==> config.mk <==
export PLATFORM = sky130hd
export DESIGN_NAME = check_dispatcher
export DESIGN_NICKNAME = d
export VERILOG_FILES = /design/src/rtl/check_dispatcher_pkg.sv /design/src/rtl/check_dispatcher_rr_arbiter.sv /design/src/rtl/check_dispatcher.sv
export SDC_FILE = /design/constraint.sdc
export NUM_CORES = 1
export LEC_CHECK = 0
export BUFFER_PORTS_ARGS = -buffer_cell sky130_fd_sc_hd__clkbuf_2
export CORE_AREA = 2 2 486 488
export CTS_CLUSTER_DIAMETER = 40
export CTS_CLUSTER_SIZE = 24
export DETAILED_ROUTE_END_ITERATION = 8
export DIE_AREA = 0 0 488 490
export SYNTH_ARGS = -nofsm -noshare
export SYNTH_HDL_FRONTEND = slang
export SYNTH_SLANG_ARGS = --single-unit
==> constraint.sdc <==
create_clock -name clk -period 4.15 [get_ports clk]
set_clock_uncertainty 0.1 [all_clocks]
set_input_delay 0.83 -clock clk [delete_from_list [all_inputs] [get_ports clk]]
set_output_delay 0.83 -clock clk [all_outputs]
set_load 0.1 [all_outputs]
==> src/rtl/check_dispatcher_pkg.sv <==
// Shared types for the check dispatcher: metadata word layout, FSM state
// encoding and channel-1 stream widths.
package check_dispatcher_pkg;

    localparam int DATA_W  = 512;
    localparam int EMPTY_W = 6;
    localparam int CNT_W   = 32;

    typedef struct packed {
        logic [15:0] flow_id;
        logic [7:0]  rule_set;
        logic [7:0]  flags;
    } metadata_t;

    typedef enum logic {
        IDLE = 1'b0,
        FWD  = 1'b1
    } disp_state_e;

    // Index width for an engine count; a 1-bit index is kept for tiny configs.
    function automatic int idx_width(input int n);
        return (n > 1) ? $clog2(n) : 1;
    endfunction

endpackage

==> src/rtl/check_dispatcher_rr_arbiter.sv <==
// Combinational round-robin arbiter: picks the first requesting engine
// searching upward from last_grant+1, wrapping at N-1.
module rr_arbiter
    import check_dispatcher_pkg::*;
#(
    parameter int N  = 4,
    parameter int LW = idx_width(N)
) (
    input  logic [N-1:0]  req,
    input  logic [LW-1:0] last_grant,
    output logic [N-1:0]  grant,
    output logic          any_grant
);

    logic [LW-1:0] idx;
    logic          found;

    always_comb begin
        grant = '0;
        found = 1'b0;
        idx   = '0;
        // i runs 1..N so last_grant itself is considered last.
        for (int i = 1; i <= N; i++) begin
            idx = LW'((int'(last_grant) + i) % N);
            if (!found && req[idx]) begin
                grant[idx] = 1'b1;
                found      = 1'b1;
            end
        end
    end

    assign any_grant = |req;

endmodule

==> src/rtl/check_dispatcher.sv <==
// Routes each channel-1 packet plus its metadata word to one of NUM_ENG
// rule-check engines, chosen round-robin among engines not almost full.
module check_dispatcher
    import check_dispatcher_pkg::*;
#(
    parameter int NUM_ENG = 4
) (
    input  logic                           clk,
    input  logic                           rst,
    input  logic [DATA_W-1:0]              in_pkt_data,
    input  logic                           in_pkt_valid,
    input  logic                           in_pkt_sop,
    input  logic                           in_pkt_eop,
    input  logic [EMPTY_W-1:0]             in_pkt_empty,
    output logic                           in_pkt_ready,
    input  metadata_t                      in_meta_data,
    input  logic                           in_meta_valid,
    output logic                           in_meta_ready,
    input  logic [NUM_ENG-1:0]             eng_almost_full,
    output logic [DATA_W-1:0]              out_pkt_data,
    output logic                           out_pkt_sop,
    output logic                           out_pkt_eop,
    output logic [EMPTY_W-1:0]             out_pkt_empty,
    output logic [NUM_ENG-1:0]             out_pkt_valid,
    output metadata_t                      out_meta_data,
    output logic [NUM_ENG-1:0]             out_meta_valid,
    output logic [NUM_ENG-1:0][CNT_W-1:0]  eng_pkt_cnt
);

    localparam int LW = idx_width(NUM_ENG);

    disp_state_e        state, state_nxt;
    logic [LW-1:0]      grant_idx;
    logic [LW-1:0]      last_grant;
    logic [NUM_ENG-1:0] arb_grant;
    logic               arb_any;
    logic [LW-1:0]      arb_idx;
    logic [NUM_ENG-1:0] grant_oh;
    logic               pkt_fire;
    logic               eop_fire;
    logic               start_pkt;

    rr_arbiter #(
        .N  (NUM_ENG),
        .LW (LW)
    ) u_arb (
        .req        (~eng_almost_full),
        .last_grant (last_grant),
        .grant      (arb_grant),
        .any_grant  (arb_any)
    );

    always_comb begin
        arb_idx = '0;
        for (int i = 0; i < NUM_ENG; i++) begin
            if (arb_grant[i]) begin
                arb_idx = LW'(i);
            end
        end
    end

    assign grant_oh  = NUM_ENG'(1) << grant_idx;
    assign start_pkt = (state == IDLE) && in_meta_valid && arb_any;
    assign pkt_fire  = (state == FWD) && in_pkt_valid;
    assign eop_fire  = pkt_fire && in_pkt_eop;

    // FSM: state register
    always_ff @(posedge clk) begin
        if (rst) begin
            state <= IDLE;
        end else begin
            state <= state_nxt;
        end
    end

    // FSM: next state
    always_comb begin
        state_nxt = state;
        case (state)
            IDLE:    if (start_pkt) state_nxt = FWD;
            FWD:     if (eop_fire)  state_nxt = IDLE;
            default: state_nxt = IDLE;
        endcase
    end

    // FSM: outputs; metadata is consumed together with the eop flit.
    always_comb begin
        in_pkt_ready  = 1'b0;
        in_meta_ready = 1'b0;
        if (state == FWD) begin
            in_pkt_ready  = 1'b1;
            in_meta_ready = in_pkt_valid && in_pkt_eop;
        end
    end

    // Grant is frozen for the whole packet; almost_full is only sampled in IDLE.
    always_ff @(posedge clk) begin
        if (rst) begin
            grant_idx  <= LW'(NUM_ENG - 1);
            last_grant <= LW'(NUM_ENG - 1);
        end else begin
            if (start_pkt) begin
                grant_idx <= arb_idx;
            end
            if (eop_fire) begin
                last_grant <= grant_idx;
            end
        end
    end

    always_ff @(posedge clk) begin
        if (rst) begin
            out_pkt_valid  <= '0;
            out_meta_valid <= '0;
            eng_pkt_cnt    <= '0;
        end else begin
            out_pkt_valid  <= pkt_fire ? grant_oh : '0;
            out_meta_valid <= eop_fire ? grant_oh : '0;
            if (eop_fire) begin
                eng_pkt_cnt[grant_idx] <= eng_pkt_cnt[grant_idx] + CNT_W'(1);
            end
        end
    end

    // Payload registers free-run; consumers qualify them with the strobes.
    always_ff @(posedge clk) begin
        out_pkt_data  <= in_pkt_data;
        out_pkt_sop   <= in_pkt_sop;
        out_pkt_eop   <= in_pkt_eop;
        out_pkt_empty <= in_pkt_empty;
        out_meta_data <= in_meta_data;
    end

endmodule

==> results.sh, run 1 <==
export IMPL_ys_top_cells_by_area="dfxtp_1 (78%), mux4_2 (4.1%), nor2_1 (3.1%), a211oi_1 (2.7%), a311oi_1 (2.6%)"
export IMPL_path_cells="mux4_2, ha_1, nand2_1, or4_4, or4_1, a311oi_1"
export IMPL_dieArea_um2=239000
export IMPL_synthArstFlopShare=0
export IMPL_cp_max_fo=21
export IMPL_synth_top_area_share=0.781
export IMPL_nets=3716
export IMPL_grt_ovfl_total=0
export IMPL_grt_pass1_vias=20100
export IMPL_cts_tree="yes"
export IMPL_fill_cells=26000
export IMPL_hp_class="in2reg"
export IMPL_clk_latency_ns=0.79
export IMPL_slew_violations=0
export IMPL_finalWeightedCongestion=1.01
export IMPL_ys_ff_latch=693
export IMPL_syn_area_um2=17800
export IMPL_layout_commonest_cell="clkbuf_2"
export IMPL_ys_warn_count=0
export IMPL_root_buffer="clkbuf_16"
export IMPL_dpl_hpwl_mm=178
export IMPL_hold_viol=0
export IMPL_wl_per_cell_um=31.1
export IMPL_max_slew_margin=0.401
export IMPL_worst_r2r_path_depth=6
export IMPL_antenna_found_initial=205
export IMPL_vdd_ir_drop_max_uv=313
export IMPL_setup_ws_ns=0.716
export IMPL_crit_family="simple AND/OR/NAND/NOR gates"
export IMPL_regArea_um2=13900
export IMPL_cp_depth=6
export IMPL_fin_crit_ns=3.43
export IMPL_die_w_um=488
export IMPL_endpoint_kind="flip-flop"
export IMPL_maxCapViolations=0
export IMPL_rows=178
export IMPL_fin_tns_setup_ns=0
export IMPL_synthesis_nets=1814
export IMPL_cp_start_kind="flip-flop"
export IMPL_drc=0
export IMPL_place_ws_ns=0.725
export IMPL_path_clk_slew_ns=0.05
export IMPL_outcome="complete, no violations"
export IMPL_ys_flop_type="dfxtp_1"
export IMPL_initial_utilization=0.0758
export IMPL_p_leak_nw=17.0
export IMPL_core_area_um2=234000
export IMPL_cts_sinks=693
export IMPL_pin_count=1250
export IMPL_path_class="reg2reg"
export IMPL_worstPathArrival_ns=4.03
export IMPL_crit_required_ns=4.75
export IMPL_wl_mm=202
export IMPL_hold_path_depth=1
export IMPL_ys_seq_area_frac=0.781
export IMPL_yosys_area_top_type="dfxtp_1"
export IMPL_ant_nets=0
export IMPL_cellPowerDensity_nw_per_um2=632
export IMPL_grt_max_degree=70
export IMPL_vias=19500
export IMPL_period_share=0.828
export IMPL_final_cell_mix="clkbuf_2 (1248), dfxtp_1 (691), dlygate4sd3_1 (536)"
export IMPL_h_tree_depth=4
export IMPL_fp_dieH_um=490
export IMPL_max_stage_delay_ns=0.69
export IMPL_cts_buffer_depth=3
export IMPL_track_usage=0.164
export IMPL_layout_drive_gt1_share=0.486
export IMPL_port_buffers=1249
export IMPL_grt_pass1_wl_mm=243
export IMPL_tightest_slew_ns=0.902
export IMPL_drt_iter0_markers=1199
export IMPL_area_growth_pct=120
export IMPL_max_freq_mhz=291
export IMPL_rsz0062_at_grt="no"
export IMPL_synthCells=1249
export IMPL_multiInputGateArea_um2=3570
export IMPL_cpMaxStageDelayCell="or4_4"
export IMPL_synth_edf_count=0
export IMPL_ctsResizeCount=0
export IMPL_ys_types=48
export IMPL_setup_viol=0
export IMPL_avgSynthCellArea_um2=14.2
export IMPL_path_buf_inv=0
export IMPL_cts_inserted_buffers=162
export IMPL_vias_per_cell=3.00
export IMPL_drt_first_pass_iters=5
routing by layer:
| layer | vias to the layer above | GRT usage | routed length (um) |
|---|---|---|---|
| met5 | - | 0 | 658 |
| met4 | 104 | 0.0690 | 10400 |
| met3 | 552 | 0.0990 | 25700 |
| met2 | 1398 | 0.304 | 105000 |
| met1 | 9085 | 0.138 | 59500 |
| li1 | 8349 | - | - |
cell usage after synthesis, types with 4 or more instances:
cell type  instances
nor2_1           145
ha_1               5
nand2_1           33
o31ai_1            8
or4_1              7
nor3_1            25
inv_1              8
a311o_1            4
clkbuf_1          42
buf_2             12
a211oi_1          64
xnor2_1           13
and3_1             5
o21bai_1           8
nand3_1            9
o21ai_0            5
nand3b_1           6
nand4_1            6
a311oi_1          52
nor4_1             8
or4_4              4
mux4_2            32
dfxtp_1          693
or3_1              6
a21oi_1            7
final timing paths:
| check | startpoint | to | slack [ns] |
|---|---|---|---|
| max | grant_idx[1]$_SDFFE_PP1P_ | eng_pkt_cnt[92]$_SDFFE_PP0P_ | 0.72 |
| min reg2reg | eng_pkt_cnt[1]$_SDFFE_PP0P_ | eng_pkt_cnt[1]$_SDFFE_PP0P_ | 0.38 |
| min | in_pkt_data[380] | out_pkt_data[380]$_DFF_P_ | 0.07 |
| max reg2reg | grant_idx[1]$_SDFFE_PP1P_ | eng_pkt_cnt[92]$_SDFFE_PP0P_ | 0.72 |
sequential cells by signal, summed over array words and instances (netlist names):
signal and flops:
state 1, out_pkt_valid 4, grant_idx 2, out_pkt_eop 1
eng_pkt_cnt 128, out_meta_data 32, out_meta_valid 4, out_pkt_sop 1
last_grant 2, out_pkt_empty 6, out_pkt_data 512
power breakdown:
| part | switching [mW] | internal [mW] |
|---|---|---|
| Combinational | 3.25 | 0.792 |
| Sequential | 0.152 | 6.99 |
| Clock | 4.79 | 8.74 |
logic make-up (layout without fill, tap and decap cells):
| family | count (synthesis) | count (layout) | synth area share |
|---|---|---|---|
| multiplexers | 36 | 36 | 0.0464 |
| AO/OA/AOI/OAI | 154 | 154 | 0.0679 |
| adder cells (fa/ha/maj) | 5 | 5 | 0.00352 |
| AND/OR/NAND/NOR | 278 | 278 | 0.0756 |
| other | 0 | 49 | 0 |
| buffers and inverters | 69 | 2110 | 0.0183 |
| XOR/XNOR | 14 | 14 | 0.00691 |
| flip-flops | 693 | 693 | 0.781 |
through the flow:
step / std cells / area [um^2] / total power [mW] / utilization / hold WS [ns]
global route: 6473 / 39100 / 25.5 / 0.167 / 0.0165
finish: 6489 / 39100 / 24.7 / 0.167 / 0.0719
CTS: 6440 / 39000 / 25.1 / 0.167 / 0.000201
detailed placement: 5601 / 27800 / 10.9 / 0.119 / 0.370
floorplan: 1249 / 17800 / 9.67 / - / 0.592
global placement: 5601 / 27800 / 10.8 / 0.119 / 0.355
area by class of cell:
class,instances,share of cell area
tap,3150,0.101
clock inverter,116,0.0406
sequential,693,0.355
clock buffer,187,0.109
inverter,9,0.000864
multi-input combinational,487,0.0913
antenna,49,0.00314
timing repair buffer,1798,0.300
timing repair:
action                                  in CTS  in global routing
endpoints found under the hold margin      536                  0
endpoints found under the setup margin       0                  0
setup buffers                                0                  0
hold buffers                               536                  0
Note: power is estimated with default switching activity, not from simulation.
==> inputs of run 2 (changes only) <==
Settings changed: ABC_AREA set to 1, CORE_AREA 2 2 486 488 to 2 2 480 482, DIE_AREA 0 0 488 490 to 0 0 482 484.
Clock period 4.15 ns to 3.5 ns, I/O delays scaled along.
==> run 2 against run 1 <==
Compared with the run above: non-clock buffer count up 22; count of clock-buffer cells in the layout grew 16; global-route usage increased by 1.3 points; critical path type is now in2out; critical endpoint is now in_meta_ready.
==> results.sh, run 2 <==
export IMPL_hp_class="in2reg"
export IMPL_rows=176
export IMPL_synthCells=1860
export IMPL_yosys_area_top_type="dfxtp_1"
export IMPL_final_cell_mix="clkbuf_2 (1248), dfxtp_1 (692), dlygate4sd3_1 (552)"
export IMPL_dieArea_um2=233000
export IMPL_ys_seq_area_frac=0.735
export IMPL_root_buffer="clkbuf_16"
export IMPL_ctsResizeCount=0
export IMPL_regArea_um2=13900
export IMPL_die_w_um=482
export IMPL_cts_inserted_buffers=168
export IMPL_avgSynthCellArea_um2=10.1
export IMPL_ys_flop_type="dfxtp_1"
export IMPL_antenna_found_initial=225
export IMPL_ys_warn_count=0
export IMPL_cellPowerDensity_nw_per_um2=726
export IMPL_fin_tns_setup_ns=0
export IMPL_hold_start="in_pkt_valid"
export IMPL_clk_latency_ns=0.80
export IMPL_ys_types=30
export IMPL_synth_top_area_share=0.735
export IMPL_area_growth_pct=113
export IMPL_outcome="complete, no violations"
export IMPL_fill_cells=25700
export IMPL_path_class="in2out"
export IMPL_cts_tree="yes"
export IMPL_wl_mm=212
export IMPL_tightest_slew_ns=0.917
export IMPL_hold_viol=0
export IMPL_reg_top3="out_pkt_data: 512 flops, eng_pkt_cnt: 128 flops, out_meta_data: 32 flops"
export IMPL_grt_pass1_vias=21000
export IMPL_grt_ovfl_total=0
export IMPL_synth_edf_count=0
export IMPL_layout_drive_gt1_share=0.408
export IMPL_place_area_um2=28800
export IMPL_p_leak_nw=19.0
export IMPL_crit_required_ns=2.70
export IMPL_fin_crit_ns=3.13
export IMPL_largest_reg_flops=512
export IMPL_pin_count=1250
export IMPL_holdWs_ns=0.133
export IMPL_max_freq_mhz=320
export IMPL_rsz0062_at_grt="no"
export IMPL_drt_iter0_markers=1269
export IMPL_cp_max_fo=8
export IMPL_grt_pass1_wl_mm=255
export IMPL_vias_per_cell=3.06
export IMPL_wl_per_cell_um=30.2
export IMPL_drc=0
export IMPL_max_slew_margin=0.391
export IMPL_port_buffers=1249
export IMPL_syn_area_um2=18900
export IMPL_track_usage=0.177
export IMPL_dpl_hpwl_mm=189
export IMPL_maxCapViolations=0
export IMPL_layout_commonest_cell="clkbuf_2"
export IMPL_drt_first_pass_iters=5
export IMPL_cts_sinks=693
export IMPL_grt_max_degree=72
export IMPL_critPathLaunch="in_pkt_eop"
export IMPL_ys_ff_latch=693
export IMPL_synthArstFlopShare=0
export IMPL_ant_nets=0
export IMPL_setup_viol=0
export IMPL_multiInputGateArea_um2=4180
export IMPL_endpoint_kind="output pin"
export IMPL_vias=21500
export IMPL_path_clk_slew_ns=0.04
export IMPL_core_area_um2=229000
export IMPL_cp_start_kind="primary input"
export IMPL_initial_utilization=0.0826
export IMPL_vdd_ir_drop_max_uv=417
export IMPL_slew_violations=0
export IMPL_h_tree_depth=4
export IMPL_ys_top_cells_by_area="dfxtp_1 (73%), nand2_1 (9.6%), nor2_1 (4.6%), nand3_1 (2.8%), inv_1 (2.7%)"
export IMPL_timing_rr_start="grant_idx[0]$_SDFFE_PP1P_"
export IMPL_finalWeightedCongestion=0.942
export IMPL_design_area_um2=40300
export IMPL_cts_buffer_depth=3
export IMPL_largest_register="out_pkt_data"
export IMPL_ys_top_cells_by_count="dfxtp_1 (693), nand2_1 (482), nor2_1 (233)"
export IMPL_synth_most_common_cell="dfxtp_1"
export IMPL_nets=4358
export IMPL_period_share=0.893
export IMPL_fp_dieH_um=484
export IMPL_worstPathArrival_ns=2.33
export IMPL_synthesis_nets=2425
run 2: kinds of logic after synthesis:
family                     count (synthesis)  share of synthesized area
buffers and inverters                    198                     0.0443
AOI/OAI and AO/OA                         93                     0.0249
DFF                                      693                      0.735
adders and majority gates                  5                    0.00331
and+or+nand+nor                          859                      0.186
xor gates and xnor gates                  12                    0.00676
run 2: per-stage QoR:
stage          total power, mW  cells  setup slack (ns)   util
5_1_grt                   30.2   7002             0.336  0.176
3_5_place_dp              12.8   6097             0.736  0.126
4_1_cts                   29.7   6961             0.399  0.176
6_report                  29.2   7027             0.373  0.176
2_1_floorplan             11.4   1860             0.598      -
3_3_place_gp              12.8   6097             0.824  0.126
run 2: final cells by class:
class	count	share of cell area
Clock buffer	203	0.112
Multi-Input combinational cell	969	0.104
Clock inverter	109	0.0322
Tap cell	3026	0.0940
Antenna cell	66	0.00410
Sequential cell	693	0.344
Inverter	141	0.0131
Timing Repair Buffer	1820	0.296
run 2: per-layer routing:
layer	part of all wire	global-route usage	vias up	wire, um
met5	0.0031	0	-	667
met4	0.042	0.0628	106	8890
met3	0.11	0.0859	551	23700
met2	0.51	0.323	1316	109000
met1	0.33	0.171	9748	70000
li1	-	-	9770	-
run 2: worst max-delay path: stages:
cell and delay (ns):
dlygate4sd3_1 0.53, clkbuf_2 0.16, nand3_1 0.09, buf_4 0.19
inv_1 0.10, clkbuf_2 0.52
run 2: repair_timing:
item,in CTS,in global routing
buffers inserted,0,0
hold buffers,552,0
endpoints found under the hold margin,552,0
run 2: path summary, 6_finish.rpt:
check,to,slack (ns),cells after the start
worst max-delay path,in_meta_ready,0.37,6
worst min-delay path,out_pkt_valid[3]$_SDFF_PP0_,0.13,3
worst max register to register,eng_pkt_cnt[16]$_SDFFE_PP0P_,0.61,14
worst min register to register,eng_pkt_cnt[116]$_SDFFE_PP0P_,0.39,2
run 2: where the power goes:
group	internal, mW	total [mW]	switching [mW]
logic	0.916	4.84	3.92
clock network	10.2	16.0	5.72
registers	8.28	8.42	0.144
total	19.4	29.2	9.79
